File: src/rtl/dfc_result_collector_if.sv
// Port bundle for dfc_result_collector: upstream word capture, buffered
// valid/ready output, per-frame summary and overflow status.
interface dfc_result_collector_if #(
  parameter int DEPTH = 8
);
  localparam int LW = $clog2(DEPTH) + 1;

  logic [8:0]    din;
  logic          din_valid;
  // Output handshake: out_valid is asserted whenever the FIFO holds a word.
  // A word transfers in any cycle where out_valid & out_ready are both high.
  // out_data stays stable while out_valid is high and out_ready is low.
  logic [8:0]    out_data;
  logic          out_valid;
  logic          out_ready;
  logic [LW-1:0] level;
  logic          frame_done;
  logic [2:0]    frame_len;
  logic [10:0]   frame_sum;
  logic [8:0]    frame_max;
  logic          overflow;
  logic          ovf_clr;

  modport slave (
    input  din, din_valid, out_ready, ovf_clr,
    output out_data, out_valid, level, frame_done, frame_len, frame_sum,
           frame_max, overflow
  );

  modport master (
    output din, din_valid, out_ready, ovf_clr,
    input  out_data, out_valid, level, frame_done, frame_len, frame_sum,
           frame_max, overflow
  );
endinterface

File: src/rtl/dfc_result_collector.sv
// Captures controller result bursts into a FIFO and reports per-frame
// count/sum/max. Define DFC_COLLECT_MAX_EN to build the frame max tracker.
module dfc_result_collector #(
  parameter int DEPTH     = 8,
  parameter int FRAME_LEN = 4
) (
  input  logic                 clk,
  input  logic                 reset,
  output logic [1:0]           dbg_state,
  dfc_result_collector_if.slave bus
);
  localparam int AW = $clog2(DEPTH);
  localparam int LW = AW + 1;

  typedef enum logic [1:0] {IDLE = 2'd0, COLLECT = 2'd1, REPORT = 2'd2} state_t;

  state_t        state;
  logic [8:0]    mem [DEPTH];
  logic [AW-1:0] wr_ptr;
  logic [AW-1:0] rd_ptr;
  logic [LW-1:0] count;
  logic          rd;
  logic          wr;
  logic          full;
  logic          rpt;
  logic [2:0]    cnt_q;
  logic [2:0]    cnt_nxt;
  logic [10:0]   sum_q;
  logic [10:0]   sum_nxt;
  logic          first;

  assign dbg_state     = state;
  assign full          = (count == LW'(DEPTH));
  assign rd            = bus.out_valid & bus.out_ready;
  // A read in the same cycle frees the slot, so a full FIFO can still accept.
  assign wr            = bus.din_valid & (~full | rd);
  assign bus.out_valid = (count != '0);
  assign bus.out_data  = bus.out_valid ? mem[rd_ptr] : '0;
  assign bus.level     = count;

  always_ff @(posedge clk) begin
    if (wr) mem[wr_ptr] <= bus.din;
  end

  always_ff @(posedge clk or posedge reset) begin
    if (reset) begin
      wr_ptr       <= '0;
      rd_ptr       <= '0;
      count        <= '0;
      bus.overflow <= 1'b0;
    end else begin
      if (wr) wr_ptr <= wr_ptr + 1'b1;
      if (rd) rd_ptr <= rd_ptr + 1'b1;
      case ({wr, rd})
        2'b10:   count <= count + 1'b1;
        2'b01:   count <= count - 1'b1;
        default: count <= count;
      endcase
      if (bus.din_valid & ~wr) bus.overflow <= 1'b1;
      else if (bus.ovf_clr)    bus.overflow <= 1'b0;
    end
  end

  // Any word seen outside COLLECT opens a fresh frame, including the REPORT cycle.
  assign first   = (state != COLLECT);
  assign cnt_nxt = first ? 3'd1 : cnt_q + 3'd1;
  assign sum_nxt = first ? {2'b00, bus.din} : sum_q + {2'b00, bus.din};
  assign rpt     = (state == COLLECT) &&
                   (!bus.din_valid || cnt_nxt == 3'(FRAME_LEN));

  always_ff @(posedge clk or posedge reset) begin
    if (reset) begin
      state          <= IDLE;
      bus.frame_done <= 1'b0;
    end else begin
      bus.frame_done <= rpt;
      case (state)
        IDLE:    if (bus.din_valid) state <= COLLECT;
        COLLECT: if (rpt) state <= REPORT;
        REPORT:  state <= bus.din_valid ? COLLECT : IDLE;
        default: state <= IDLE;
      endcase
    end
  end

  always_ff @(posedge clk or posedge reset) begin
    if (reset) begin
      cnt_q         <= '0;
      sum_q         <= '0;
      bus.frame_len <= '0;
      bus.frame_sum <= '0;
    end else begin
      if (bus.din_valid) begin
        cnt_q <= cnt_nxt;
        sum_q <= sum_nxt;
      end
      if (rpt) begin
        bus.frame_len <= bus.din_valid ? cnt_nxt : cnt_q;
        bus.frame_sum <= bus.din_valid ? sum_nxt : sum_q;
      end
    end
  end

`ifdef DFC_COLLECT_MAX_EN
  logic [8:0] max_q;
  logic [8:0] max_nxt;

  assign max_nxt = (first || bus.din > max_q) ? bus.din : max_q;

  always_ff @(posedge clk or posedge reset) begin
    if (reset) begin
      max_q         <= '0;
      bus.frame_max <= '0;
    end else begin
      if (bus.din_valid) max_q <= max_nxt;
      if (rpt) bus.frame_max <= bus.din_valid ? max_nxt : max_q;
    end
  end
`else
  assign bus.frame_max = '0;
`endif
endmodule

File: src/flat_wrapper.sv
// flat-port wrapper written by rule: the top's interface ports become plain ports
module dfc_result_collector_flat 
#(
  parameter int DEPTH     = 8,
  parameter int FRAME_LEN = 4
)
  (clk, reset, dbg_state, bus_din, bus_din_valid, bus_out_ready, bus_ovf_clr, bus_out_data, bus_out_valid, bus_level, bus_frame_done, bus_frame_len, bus_frame_sum, bus_frame_max, bus_overflow);
  dfc_result_collector_if #(.DEPTH(DEPTH)) bus_i ();
  input  logic clk;
  input  logic reset;
  output logic [1:0] dbg_state;
  input wire logic [$bits(bus_i.din)-1:0] bus_din;
  input wire logic [$bits(bus_i.din_valid)-1:0] bus_din_valid;
  input wire logic [$bits(bus_i.out_ready)-1:0] bus_out_ready;
  input wire logic [$bits(bus_i.ovf_clr)-1:0] bus_ovf_clr;
  output wire logic [$bits(bus_i.out_data)-1:0] bus_out_data;
  output wire logic [$bits(bus_i.out_valid)-1:0] bus_out_valid;
  output wire logic [$bits(bus_i.level)-1:0] bus_level;
  output wire logic [$bits(bus_i.frame_done)-1:0] bus_frame_done;
  output wire logic [$bits(bus_i.frame_len)-1:0] bus_frame_len;
  output wire logic [$bits(bus_i.frame_sum)-1:0] bus_frame_sum;
  output wire logic [$bits(bus_i.frame_max)-1:0] bus_frame_max;
  output wire logic [$bits(bus_i.overflow)-1:0] bus_overflow;
  assign bus_i.din = bus_din;
  assign bus_i.din_valid = bus_din_valid;
  assign bus_i.out_ready = bus_out_ready;
  assign bus_i.ovf_clr = bus_ovf_clr;
  assign bus_out_data = bus_i.out_data;
  assign bus_out_valid = bus_i.out_valid;
  assign bus_level = bus_i.level;
  assign bus_frame_done = bus_i.frame_done;
  assign bus_frame_len = bus_i.frame_len;
  assign bus_frame_sum = bus_i.frame_sum;
  assign bus_frame_max = bus_i.frame_max;
  assign bus_overflow = bus_i.overflow;
  dfc_result_collector #(.DEPTH(DEPTH), .FRAME_LEN(FRAME_LEN)) u_core (.clk(clk), .reset(reset), .dbg_state(dbg_state), .bus(bus_i));
endmodule
File: config.mk
export PLATFORM = sky130hd
export DESIGN_NAME = dfc_result_collector_flat
export DESIGN_NICKNAME = d
export VERILOG_FILES = /design/src/rtl/dfc_result_collector_if.sv /design/src/rtl/dfc_result_collector.sv /design/src/flat_wrapper.sv
export SDC_FILE = /design/constraint.sdc
export NUM_CORES = 1
export LEC_CHECK = 0
export ABC_AREA = 1
export CAP_MARGIN = 15
export CELL_PAD_IN_SITES_DETAIL_PLACEMENT = 1
export CELL_PAD_IN_SITES_GLOBAL_PLACEMENT = 2
export CORE_MARGIN = 2
export CORE_UTILIZATION = 39
export CTS_CLUSTER_SIZE = 8
export DETAILED_ROUTE_END_ITERATION = 8
export PLACE_DENSITY_LB_ADDON = 0.1
export SYNTH_ARGS = -nofsm -noshare
export SYNTH_HDL_FRONTEND = slang
export SYNTH_SLANG_ARGS = --single-unit
File: constraint.sdc
create_clock -name clk -period 3.6 [get_ports clk]
set_clock_uncertainty 0.2 [all_clocks]
set_input_delay 0.9 -clock clk [delete_from_list [all_inputs] [get_ports clk]]
set_output_delay 0.9 -clock clk [all_outputs]
set_load 0.005 [all_outputs]
==> out/results.tsv, run 1 <==
stage	metric	value	unit
run_status	status	complete, no violations	
power_and_ir_drop	internal-power	3660	µW
sta	slew_headroom	0.350	
power_and_ir_drop	netSwitchingFraction	0.341	
sta	period_share	0.947	
yosys	yosysWarningCount	0	
die	die_height	120	µm
clock_network	numCtsBuffers	17	
finish	layout.nets	634	
die	io_pins	55	
setup_path	cpPeakStageDelay	0.50	ns
routing	vias	3975	
sta	rsz0062_at_grt	no	
yosys	synth_cells	535	
power_and_ir_drop	combPwrFrac	0.367	
sta	fin_crit	3.41	ns
routing	wl_per_cell	17.6	µm
yosys	synth_top_flop_cell	edfxtp_1	
clock_network	clk_path_buf_depth	2	
routing	dr.pass1.iters	4	
setup_path	slowest_stage	clkdlybuf4s50_1	
routing	drc	0	
yosys	synth_area_leaders	edfxtp_1, dfrtp_1, nand2_1	
sta	final_hold_viol_count	0	
clock_network	cts_root_buf	clkbuf_16	
yosys	syn_avg_cell_area	9.89	µm²
yosys	synth_top_area_cell	edfxtp_1	
power_and_ir_drop	switchingPower	1890	µW
setup_path	crit_buf_inv	3	
setup_path	required	2.50	ns
flow_run	drv_cap	0	
yosys	synth_async_sr_flop_share	0.368	
finish	layout-drive-gt1-share	0.104	
power_and_ir_drop	p_total	5560	µW
yosys	ys_top_cells_by_count	nand2_1, nor2_1, edfxtp_1	
place	io_buffers	45	
clock_network	htreeDepth	4	
grt	grt_pass1_wl	22.8	mm
clock_network	post-cts-setup-buffer-count	0	
setup_path	critPathMaxFanout	22	
yosys	synth_edf_count	72	
clock_network	clkTransAtPathRegs	0.05	ns
die	initial_core_util	0.400	
die	rows	42	
clock_network	worstSkewPairLatency	0.41	ns
routing	first_iter_violations	152	
die	die_w	120	µm
sta	finalSetupViolCount	0	
routing	avgViaCountPerCell	5.02	
place	dp_hpwl	9.76	mm
yosys	synth_top_area_share	0.409	
power_and_ir_drop	power_density	842	mW/mm²
power_and_ir_drop	power_leakage	0.00281	µW
grt	grt_pass1_vias	4283	
sta	tightest_slew	0.974	ns
clock_network	cts_hold_buf	0	
power_and_ir_drop	clockPowerShare	0.296	
sta	drv_slew	0	
finish	area_growth	24.6	%
setup_path	worstSetupPathType	flop to primary output	
routing	drt_wl_total	14.0	mm
grt	grt_usage	0.212	
setup_path	critPathMostFrequentCell	nor2_1	
grt	antenna_found_initial	0	
grt	grt-ovfl-total	0	
sta	finalSetupTns	0	ns
clock_network	clock-sinks	114	
min_path	min_path_type	flop to flop	
power_and_ir_drop	ir_drop	0.320	mV
setup_path	crit_path_end_kind	primary output	
die	coreArea	0.0132	mm²
yosys	netlist_area	0.00529	mm²
clock_network	tritoncts	built	
yosys	ys_ff_latch	114	
routing	ant_nets	0	
place	gp_congestion	0.788	
setup_path	cp_cell_sequence	inv_4 -> buf_4 -> nor2_1 -> o32ai_1 -> o21ai_0 -> nor2_1 -> clkdlybuf4s50_1	
sta	fmax	293	MHz
yosys	ys_seq_area_frac	0.607	
grt	grt_max_degree	43	
setup_path	arrival	2.31	ns
yosys	synth.most_common_cell	nand2_1	
yosys	synth.distinct_cells	34	
power_and_ir_drop	power_frac_seq	0.337	
setup_path	crit_path_start_kind	flop	
setup_path	critPathTopFamily	buffers and inverters	
finish	diodes	0	
die	die_area	0.0145	mm²
==> sequential cells by signal, summed over array words and instances (netlist names), 3 cells and up <==
| register | flops |
|---|---|
| u_core.bus.frame_sum | 11 |
| u_core.bus.frame_len | 3 |
| u_core.cnt_q | 3 |
| u_core.bus.level | 4 |
| u_core.mem | 72 |
| u_core.sum_q | 11 |
| u_core.wr_ptr | 3 |
| u_core.rd_ptr | 3 |
==> power by group through the flow <==
stage               clock (µW)  combinational (µW)  sequential, µW
floorplan                    0                1180            1850
global placement             0                2000            1880
detailed placement           0                2060            1890
CTS                       1680                2070            1870
global route              1730                2320            1910
finish                    1640                2040            1870
==> cell usage in the layout (no fill, tap or decap), types with 2 or more instances in the layout <==
master	count
a21oi_1	7
buf_4	23
bufinv_16	3
clkbuf_16	17
clkdlybuf4s50_1	45
clkinv_1	5
clkinv_2	3
clkinvlp_4	2
conb_1	9
dfrtp_1	42
edfxtp_1	72
fa_1	2
ha_1	14
inv_1	40
inv_2	3
inv_4	2
nand2_1	124
nand3_1	24
nor2_1	94
nor3_1	2
o21ai_0	39
o22ai_1	3
o32ai_1	18
or2_2	3
xnor2_1	2
xor2_1	5
==> worst reg2reg max path, cell delays in order (launching register included) <==
cell and delay, ns:
dfrtp_1 0.43, nor2_1 0.19, nand3_2 0.30, nand2_1 0.32
nor2_1 0.12, ha_1 0.33, a21oi_1 0.20, nand3_1 0.10
nand2_1 0.10, nand2_1 0.06, xor2_1 0.12, inv_1 0.05
==> per-stage QoR <==
step	setup WS [ns]	hold slack, ns	area, µm²	cells	util
floorplan	1.11	0.265	5320	543	-
global placement	0.420	0.259	6010	761	0.454
detailed placement	0.362	0.265	6010	761	0.454
CTS	0.0118	0.282	6580	792	0.497
global route	0.000757	0.313	6600	792	0.498
finish	0.189	0.276	6600	792	0.498
==> per-layer routing <==
metal	up-vias	wire (µm)	global-route usage
met5	-	0	0
met4	0	346	0.0996
met3	29	526	0.0500
met2	86	6910	0.355
met1	1946	6180	0.258
li1	1914	-	-
==> path summary, 6_finish.rpt <==
check | to | cells past startpoint | start | slack [ns]
worst max-delay path | bus_out_data[8] | 7 | u_core.rd_ptr[0]$_DFFE_PP0P_ | 0.19
worst min-delay path | u_core.bus.frame_len[0]$_DFFE_PP0P_ | 2 | u_core.bus.frame_len[0]$_DFFE_PP0P_ | 0.28
worst max register to register | u_core.bus.level[3]$_DFFE_PP0P_ | 11 | u_core.bus.level[1]$_DFFE_PP0P_ | 0.95
worst min register to register | u_core.bus.frame_len[0]$_DFFE_PP0P_ | 2 | u_core.bus.frame_len[0]$_DFFE_PP0P_ | 0.28
max in group asynchronous | u_core.sum_q[5]$_DFF_PP0_ | 2 | reset | 1.76
min in group asynchronous | u_core.bus.level[1]$_DFFE_PP0P_ | 2 | reset | 0.82
==> kinds of logic after synthesis <==
logic type                 count (synthesis)  share of synthesized area
AOI/OAI and AO/OA                         69                     0.0802
xor gates and xnor gates                   7                     0.0116
DFF                                      114                      0.607
buffers and inverters                     73                     0.0643
adders and majority gates                 16                     0.0407
muxes                                      1                    0.00213
other                                      1                   0.000709
and+or+nand+nor                          254                      0.193
==> final cells by class <==
cell class	instances	area [µm²]
Timing Repair Buffer	69	638
Fill cell	1494	6650
Clock inverter	13	144
Multi-Input combinational cell	356	1770
Tap cell	176	220
Clock buffer	18	429
Sequential cell	114	3210
Inverter	46	178
==> what timing repair did <==
| action | in CTS | in global routing |
|---|---|---|
| gates resized for setup | 0 | 5 |
| hold endpoints to repair | 0 | 0 |
| endpoints found under the setup margin | 0 | 6 |
Note: power is estimated with default switching activity, not from simulation.
==> run 2: changes to the inputs <==
RECOVER_POWER = 50   (was default)
SETUP_SLACK_MARGIN = 0.15   (was default)
==> run 2 against run 1 <==
- the run now ends with max-capacitance violations, max-slew violations left
- clock-buffer cell count unchanged
- global-route usage stayed put
- fmax up 1.7%
- worst hold slack hardly changed
- combinational power is essentially flat
- critical path type unchanged
- first-iteration DRC count is 22% higher
==> out/results.tsv, run 2 (synthesized netlist as in run 1, its figures left out) <==
stage	metric	value	unit	change
run_status	status	complete, but fails checks		was complete, no violations
run_status	violations	max-capacitance violations, max-slew violations		
setup_path	crit_path_start_kind	flop		unchanged
die	die_height	120	µm	unchanged
setup_path	r2r-end	u_core.bus.level[3]$_DFFE_PP0P_		unchanged
routing	vias	3980		was 3975
finish	area_growth	24.5	%	was 24.6%
min_path	min_path_type	flop to flop		unchanged
finish	layout-drive-gt1-share	0.0909		was 0.104
finish	multi_input_area	0.00178	mm²	was 0.00177 mm²
clock_network	tritoncts	built		unchanged
place	dp_hpwl	9.76	mm	unchanged
setup_path	setup.worst_path.start	u_core.rd_ptr[0]$_DFFE_PP0P_		unchanged
finish	largestRegisters	u_core.mem x72, u_core.bus.frame_sum x11, u_core.sum_q x11		unchanged
routing	dr.pass1.iters	5		was 4
clock_network	cts.repair.resized	2		was 0
die	die_w	120	µm	unchanged
sta	final_hold_viol_count	0		unchanged
setup_path	critPathMaxFanout	37		was 22
setup_path	required	2.50	ns	about the same
clock_network	post-cts-setup-buffer-count	0		unchanged
setup_path	crit_path_end_kind	primary output		unchanged
setup_path	regToRegSetupSlack	0.94	ns	was 0.95 ns
setup_path	r2r_cells	11		unchanged
sta	tightest_slew	1.75	ns	was 0.974 ns
clock_network	clkTransAtPathRegs	0.05	ns	about the same
finish	mostFrequentLayoutCell	nand2_1		unchanged
place	place_area	0.00601	mm²	unchanged
place	dp.cells	761		unchanged
power_and_ir_drop	netSwitchingFraction	0.341		about the same
clock_network	htreeDepth	4		unchanged
setup_path	worstSetupPathType	flop to primary output		unchanged
finish	diodes	0		unchanged
clock_network	worstSkewPairLatency	0.41	ns	about the same
finish	register_area	0.00321	mm²	about the same
setup_path	arrival	2.25	ns	was 2.31 ns
finish	layout.nets	634		unchanged
finish	final_cell_mix	nand2_1, nor2_1, edfxtp_1, inv_1, dfrtp_1		was nand2_1, nor2_1, edfxtp_1, clkdlybuf4s50_1, dfrtp_1
finish	design_area	0.00659	mm²	was 0.00660 mm²
place	place_ws	0.362	ns	unchanged
sta	setup_ws	0.247	ns	was 0.189 ns
power_and_ir_drop	power_leakage	0.00280	µW	was 0.00281 µW
place	io_buffers	45		unchanged
power_and_ir_drop	p_total	5580	µW	was 5560 µW
grt	grt_pass1_vias	4283		unchanged
power_and_ir_drop	power_frac_seq	0.337		about the same
sta	finalSetupTns	0	ns	unchanged
clock_network	clock-sinks	114		unchanged
die	initial_core_util	0.400		unchanged
sta	fmax	298	MHz	was 293 MHz
power_and_ir_drop	ir_drop	0.307	mV	was 0.320 mV
clock_network	numCtsBuffers	17		unchanged
routing	first_iter_violations	186		was 152
routing	avgViaCountPerCell	5.03		was 5.02
sta	finalSetupViolCount	0		unchanged
grt	grt_usage	0.212		unchanged
clock_network	cts_root_buf	clkbuf_16		unchanged
setup_path	crit-reg2reg-launch	u_core.bus.level[1]$_DFFE_PP0P_		unchanged
sta	rsz0062_at_grt	yes		was no
flow_run	drv_cap	1		was 0
power_and_ir_drop	clockPowerShare	0.294		was 0.296
sta	slew_headroom	-0.169		was 0.350
die	io_pins	55		unchanged
power_and_ir_drop	switchingPower	1910	µW	was 1890 µW
grt	grt-ovfl-total	0		unchanged
finish	largest_reg_flops	72		unchanged
grt	grt_pass1_wl	22.8	mm	unchanged
sta	fin_crit	3.35	ns	was 3.41 ns
sta	drv_slew	43		was 0
finish	top_register	u_core.mem		unchanged
clock_network	cts_hold_buf	0		unchanged
finish	fillers	1492		was 1494
place	gp_congestion	0.788		unchanged
power_and_ir_drop	combPwrFrac	0.369		was 0.367
grt	grt_max_degree	43		unchanged
power_and_ir_drop	power_density	848	mW/mm²	was 842 mW/mm²
die	rows	42		unchanged
die	coreArea	0.0132	mm²	unchanged
sta	period_share	0.931		was 0.947
power_and_ir_drop	internal-power	3680	µW	was 3660 µW
routing	ant_nets	0		unchanged
routing	drc	0		unchanged
die	die_area	0.0145	mm²	unchanged
clock_network	clk_path_buf_depth	2		unchanged
setup_path	crit_path_end	bus_out_data[7]		was bus_out_data[8]
grt	antenna_found_initial	0		unchanged
finish	fin_cells	792		unchanged
routing	wl_per_cell	17.7	µm	was 17.6 µm
routing	drt_wl_total	14.0	mm	about the same
-- run 2: cell types whose count changed in the layout (fill, tap and decap cells not counted), moves of 2 or more --
cell             delta
o32ai_1             -2
o32ai_2             +2
clkbuf_1            +9
clkdlybuf4s50_1    -14
buf_4              -10
dlygate4sd3_1      +14
-- run 2: final cells by class --
class                      instances  share of cell area
clock buffer                      18              0.0651
clock inverter                    13              0.0218
inverter                          46              0.0277
multi-input combinational        356               0.271
sequential                       114               0.488
tap                              176              0.0334
timing repair buffer              69              0.0931
-- run 2: worst min-delay path by stage --
stage	from	endpoint	slack, ns	cells past startpoint
floorplan	u_core.bus.frame_len[0]$_DFFE_PP0P_	u_core.bus.frame_len[0]$_DFFE_PP0P_	0.26	2
global placement	u_core.bus.frame_sum[0]$_DFFE_PP0P_	u_core.bus.frame_sum[0]$_DFFE_PP0P_	0.26	2
detailed placement	u_core.bus.frame_sum[0]$_DFFE_PP0P_	u_core.bus.frame_sum[0]$_DFFE_PP0P_	0.27	2
CTS	u_core.bus.frame_sum[0]$_DFFE_PP0P_	u_core.bus.frame_sum[0]$_DFFE_PP0P_	0.28	2
global route	u_core.bus.frame_len[2]$_DFFE_PP0P_	u_core.bus.frame_len[2]$_DFFE_PP0P_	0.31	2
finish	u_core.bus.frame_len[0]$_DFFE_PP0P_	u_core.bus.frame_len[0]$_DFFE_PP0P_	0.28	2
-- run 2: worst max-delay path, cell delays in order, from the launching register on --
cell	delay, ns
dfrtp_2	0.44
buf_12	0.22
nor2_1	0.06
o32ai_1	0.32
nor2_1	0.09
nor2_1	0.17
clkdlybuf4s50_1	0.53
-- run 2: routing by layer --
layer  GRT usage  routed length (µm)
met5           0                   0
met3      0.0500                 581
met4      0.0996                 346
met2       0.355                6930
met1       0.258                6160
-- run 2: power groups by stage --
stage	combinational [µW]	sequential, µW	clock (µW)
after floorplan	1180	1850	0
after global placement	2000	1880	0
after detailed placement	2060	1890	0
after CTS	2070	1880	1680
after global routing	2350	1910	1730
final	2060	1880	1640
-- run 2: metrics by stage --
step                 util  hold WS, ns
finish              0.497        0.276
global placement    0.454        0.259
floorplan               -        0.265
global route        0.497        0.313
CTS                 0.497        0.282
detailed placement  0.454        0.265
==> run 3: changes to the inputs <==
CELL_PAD_IN_SITES_GLOBAL_PLACEMENT = 1   (was 2)
CORE_MARGIN = 4   (was 2)
CORE_UTILIZATION = 48   (was 39)
==> run 3 against run 2 <==
- the run now ends clean
- sequential cell count is the same
- non-clock buffer count grew 6
- critical path depth grew 1
- worst hold slack gained 0.011 ns
- sequential power is essentially flat
- global-route usage grew 3.5 points
- register-to-register slack lost 0.02 ns
- clock power grew 9.8%
- cell count shrank 3.7%
- cell area grew 2.1%
- clock-buffer cell count is the same
==> out/results.tsv, run 3 (synthesized netlist as in run 1, its figures left out) <==
stage	metric	value	unit	change
clock_network	tritoncts	built		unchanged
power_and_ir_drop	netSwitchingFraction	0.345		was 0.341
place	place_area	0.00598	mm²	was 0.00601 mm²
setup_path	critPathMostFrequentCell	nor2_1		unchanged
finish	diodes	0		unchanged
power_and_ir_drop	power_frac_seq	0.320		was 0.337
routing	drt_wl_total	14.8	mm	was 14.0 mm
place	io_buffers	45		unchanged
setup_path	cpPeakStageDelay	0.52	ns	was 0.53 ns
sta	rsz0062_at_grt	yes		unchanged
finish	mostFrequentLayoutCell	nand2_1		unchanged
place	gp_congestion	0.876		was 0.788
finish	layout-drive-gt1-share	0.120		was 0.0909
sta	finalSetupViolCount	0		unchanged
die	die_height	113	µm	was 120 µm
sta	slew_headroom	0.273		was -0.169
power_and_ir_drop	power_density	881	mW/mm²	was 848 mW/mm²
die	io_pins	55		unchanged
sta	fmax	293	MHz	was 298 MHz
finish	largest_reg_flops	72		unchanged
setup_path	slowest_stage	clkdlybuf4s50_1		unchanged
grt	antenna_found_initial	0		unchanged
power_and_ir_drop	power_leakage	0.00289	µW	was 0.00280 µW
sta	period_share	0.949		was 0.931
power_and_ir_drop	internal-power	3880	µW	was 3680 µW
finish	fin_cells	763		was 792
routing	first_iter_violations	176		was 186
setup_path	critPathTopFamily	buffers and inverters		unchanged
finish	layout.nets	640		was 634
flow_run	drv_cap	0		was 1
finish	largestRegisters	u_core.mem x72, u_core.bus.frame_sum x11, u_core.sum_q x11		unchanged
clock_network	htreeDepth	4		unchanged
routing	vias	4149		was 3980
setup_path	worstSetupPathType	flop to primary output		unchanged
setup_path	cp_cell_sequence	inv_4 -> buf_4 -> nor2_1 -> o32ai_2 -> o21ai_0 -> nor2_1 -> clkdlybuf4s50_1		was buf_12 -> nor2_1 -> o32ai_1 -> nor2_1 -> nor2_1 -> clkdlybuf4s50_1
setup_path	crit_path_start_kind	flop		unchanged
clock_network	numCtsBuffers	17		unchanged
die	die_area	0.0128	mm²	was 0.0145 mm²
setup_path	required	2.50	ns	about the same
grt	grt_max_degree	43		unchanged
place	dp.cells	726		was 761
grt	grt-ovfl-total	0		unchanged
sta	final_hold_viol_count	0		unchanged
die	die_w	113	µm	was 120 µm
setup_path	crit_buf_inv	3		was 2
finish	final_cell_mix	nand2_1, nor2_1, edfxtp_1, inv_1, dfrtp_1		unchanged
power_and_ir_drop	clockPowerShare	0.303		was 0.294
die	initial_core_util	0.490		was 0.400
setup_path	crit_path_end_kind	primary output		unchanged
routing	avgViaCountPerCell	5.44		was 5.03
clock_network	clock-sinks	114		unchanged
finish	design_area	0.00672	mm²	was 0.00659 mm²
routing	ant_nets	0		unchanged
clock_network	cts_root_buf	clkbuf_8		was clkbuf_16
sta	tightest_slew	1.09	ns	was 1.75 ns
finish	top_register	u_core.mem		unchanged
sta	fin_crit	3.42	ns	was 3.35 ns
clock_network	worstSkewPairLatency	0.52	ns	was 0.41 ns
grt	grt_pass1_vias	4622		was 4283
clock_network	clkTransAtPathRegs	0.06	ns	was 0.05 ns
power_and_ir_drop	ir_drop	0.391	mV	was 0.307 mV
sta	drv_slew	0		was 43
min_path	min_path_type	flop to flop		unchanged
power_and_ir_drop	combPwrFrac	0.377		was 0.369
finish	area_growth	27.1	%	was 24.5%
setup_path	critPathMaxFanout	8		was 37
place	dp_hpwl	9.77	mm	was 9.76 mm
die	coreArea	0.0108	mm²	was 0.0132 mm²
sta	finalSetupTns	0	ns	unchanged
setup_path	arrival	2.32	ns	was 2.25 ns
power_and_ir_drop	switchingPower	2040	µW	was 1910 µW
routing	wl_per_cell	19.3	µm	was 17.7 µm
clock_network	clk_path_buf_depth	2		unchanged
routing	dr.pass1.iters	4		was 5
die	rows	38		was 42
grt	grt_usage	0.246		was 0.212
routing	drc	0		unchanged
run_status	status	complete, no violations		was complete, but fails checks
grt	grt_pass1_wl	23.8	mm	was 22.8 mm
run 3: cell count changes in the layout (fill, tap and decap cells not counted), sizes merged:
cell / change
bufinv: +2
inv: +1
clkbuf: -1
dlymetal6s2s: +2
dlygate4sd2: +2
clkdlybuf4s50: -1
clkinv: -2
buf: +7
dlygate4sd3: -3
run 3: metrics by stage:
stage	hold slack, ns	worst slack, ns	power, µW	utilization
final	0.287	0.184	5930	0.623
after global routing	0.317	0.0951	6310	0.623
after CTS	0.290	0.155	5900	0.619
after detailed placement	0.266	0.347	3980	0.554
after global placement	0.256	0.439	3870	0.554
after floorplan	0.265	1.11	3040	-
run 3: final cells by class:
class                   count  area, µm²
fillers                  1185       4070
flip-flops and latches    114       3220
multi-input cells         356       1840
repair buffers             75        691
clock buffers              18        418
clock inverters            14        210
inverters                  46        178
well taps                 140        175
run 3: power by group through the flow:
stage | Sequential (µW) | Combinational, µW | Clock, µW
CTS | 1900 | 2190 | 1810
floorplan | 1850 | 1180 | 0
finish | 1890 | 2240 | 1800
global route | 1930 | 2500 | 1880
detailed placement | 1910 | 2070 | 0
global placement | 1890 | 1980 | 0
run 3: routing by layer:
layer  part of all wire  routed length, µm  global-route usage
met5                  0                  0                   0
met3              0.045                665              0.0492
met4              0.027                400               0.104
met2               0.52               7690               0.440
met1               0.41               6010               0.289
run 3: repair_timing:
item	CTS	global route
hold buffers	0	0
endpoints found under the setup margin	9	7
cloned	0	0
pin swaps	2	2
buffers inserted	3	2
resized for setup	13	12
run 3: worst paths after layout:
| check | startpoint | endpoint | slack (ns) | cells past startpoint |
|---|---|---|---|---|
| hold / removal | u_core.bus.frame_len[0]$_DFFE_PP0P_ | u_core.bus.frame_len[0]$_DFFE_PP0P_ | 0.29 | 2 |
| min in group asynchronous | reset | u_core.bus.level[3]$_DFFE_PP0P_ | 0.97 | 3 |
| setup reg to reg | u_core.bus.level[0]$_DFFE_PP0P_ | u_core.bus.level[3]$_DFFE_PP0P_ | 0.92 | 11 |
| setup / recovery | u_core.rd_ptr[0]$_DFFE_PP0P_ | bus_out_data[2] | 0.18 | 7 |
| hold reg to reg | u_core.bus.frame_len[0]$_DFFE_PP0P_ | u_core.bus.frame_len[0]$_DFFE_PP0P_ | 0.29 | 2 |
| max in group asynchronous | reset | u_core.rd_ptr[1]$_DFFE_PP0P_ | 1.49 | 3 |
run 3: worst min-delay path, stage by stage (launching register included):
cell and delay [ns]:
dfrtp_1 0.35, nand2_1 0.06, nand2_1 0.05
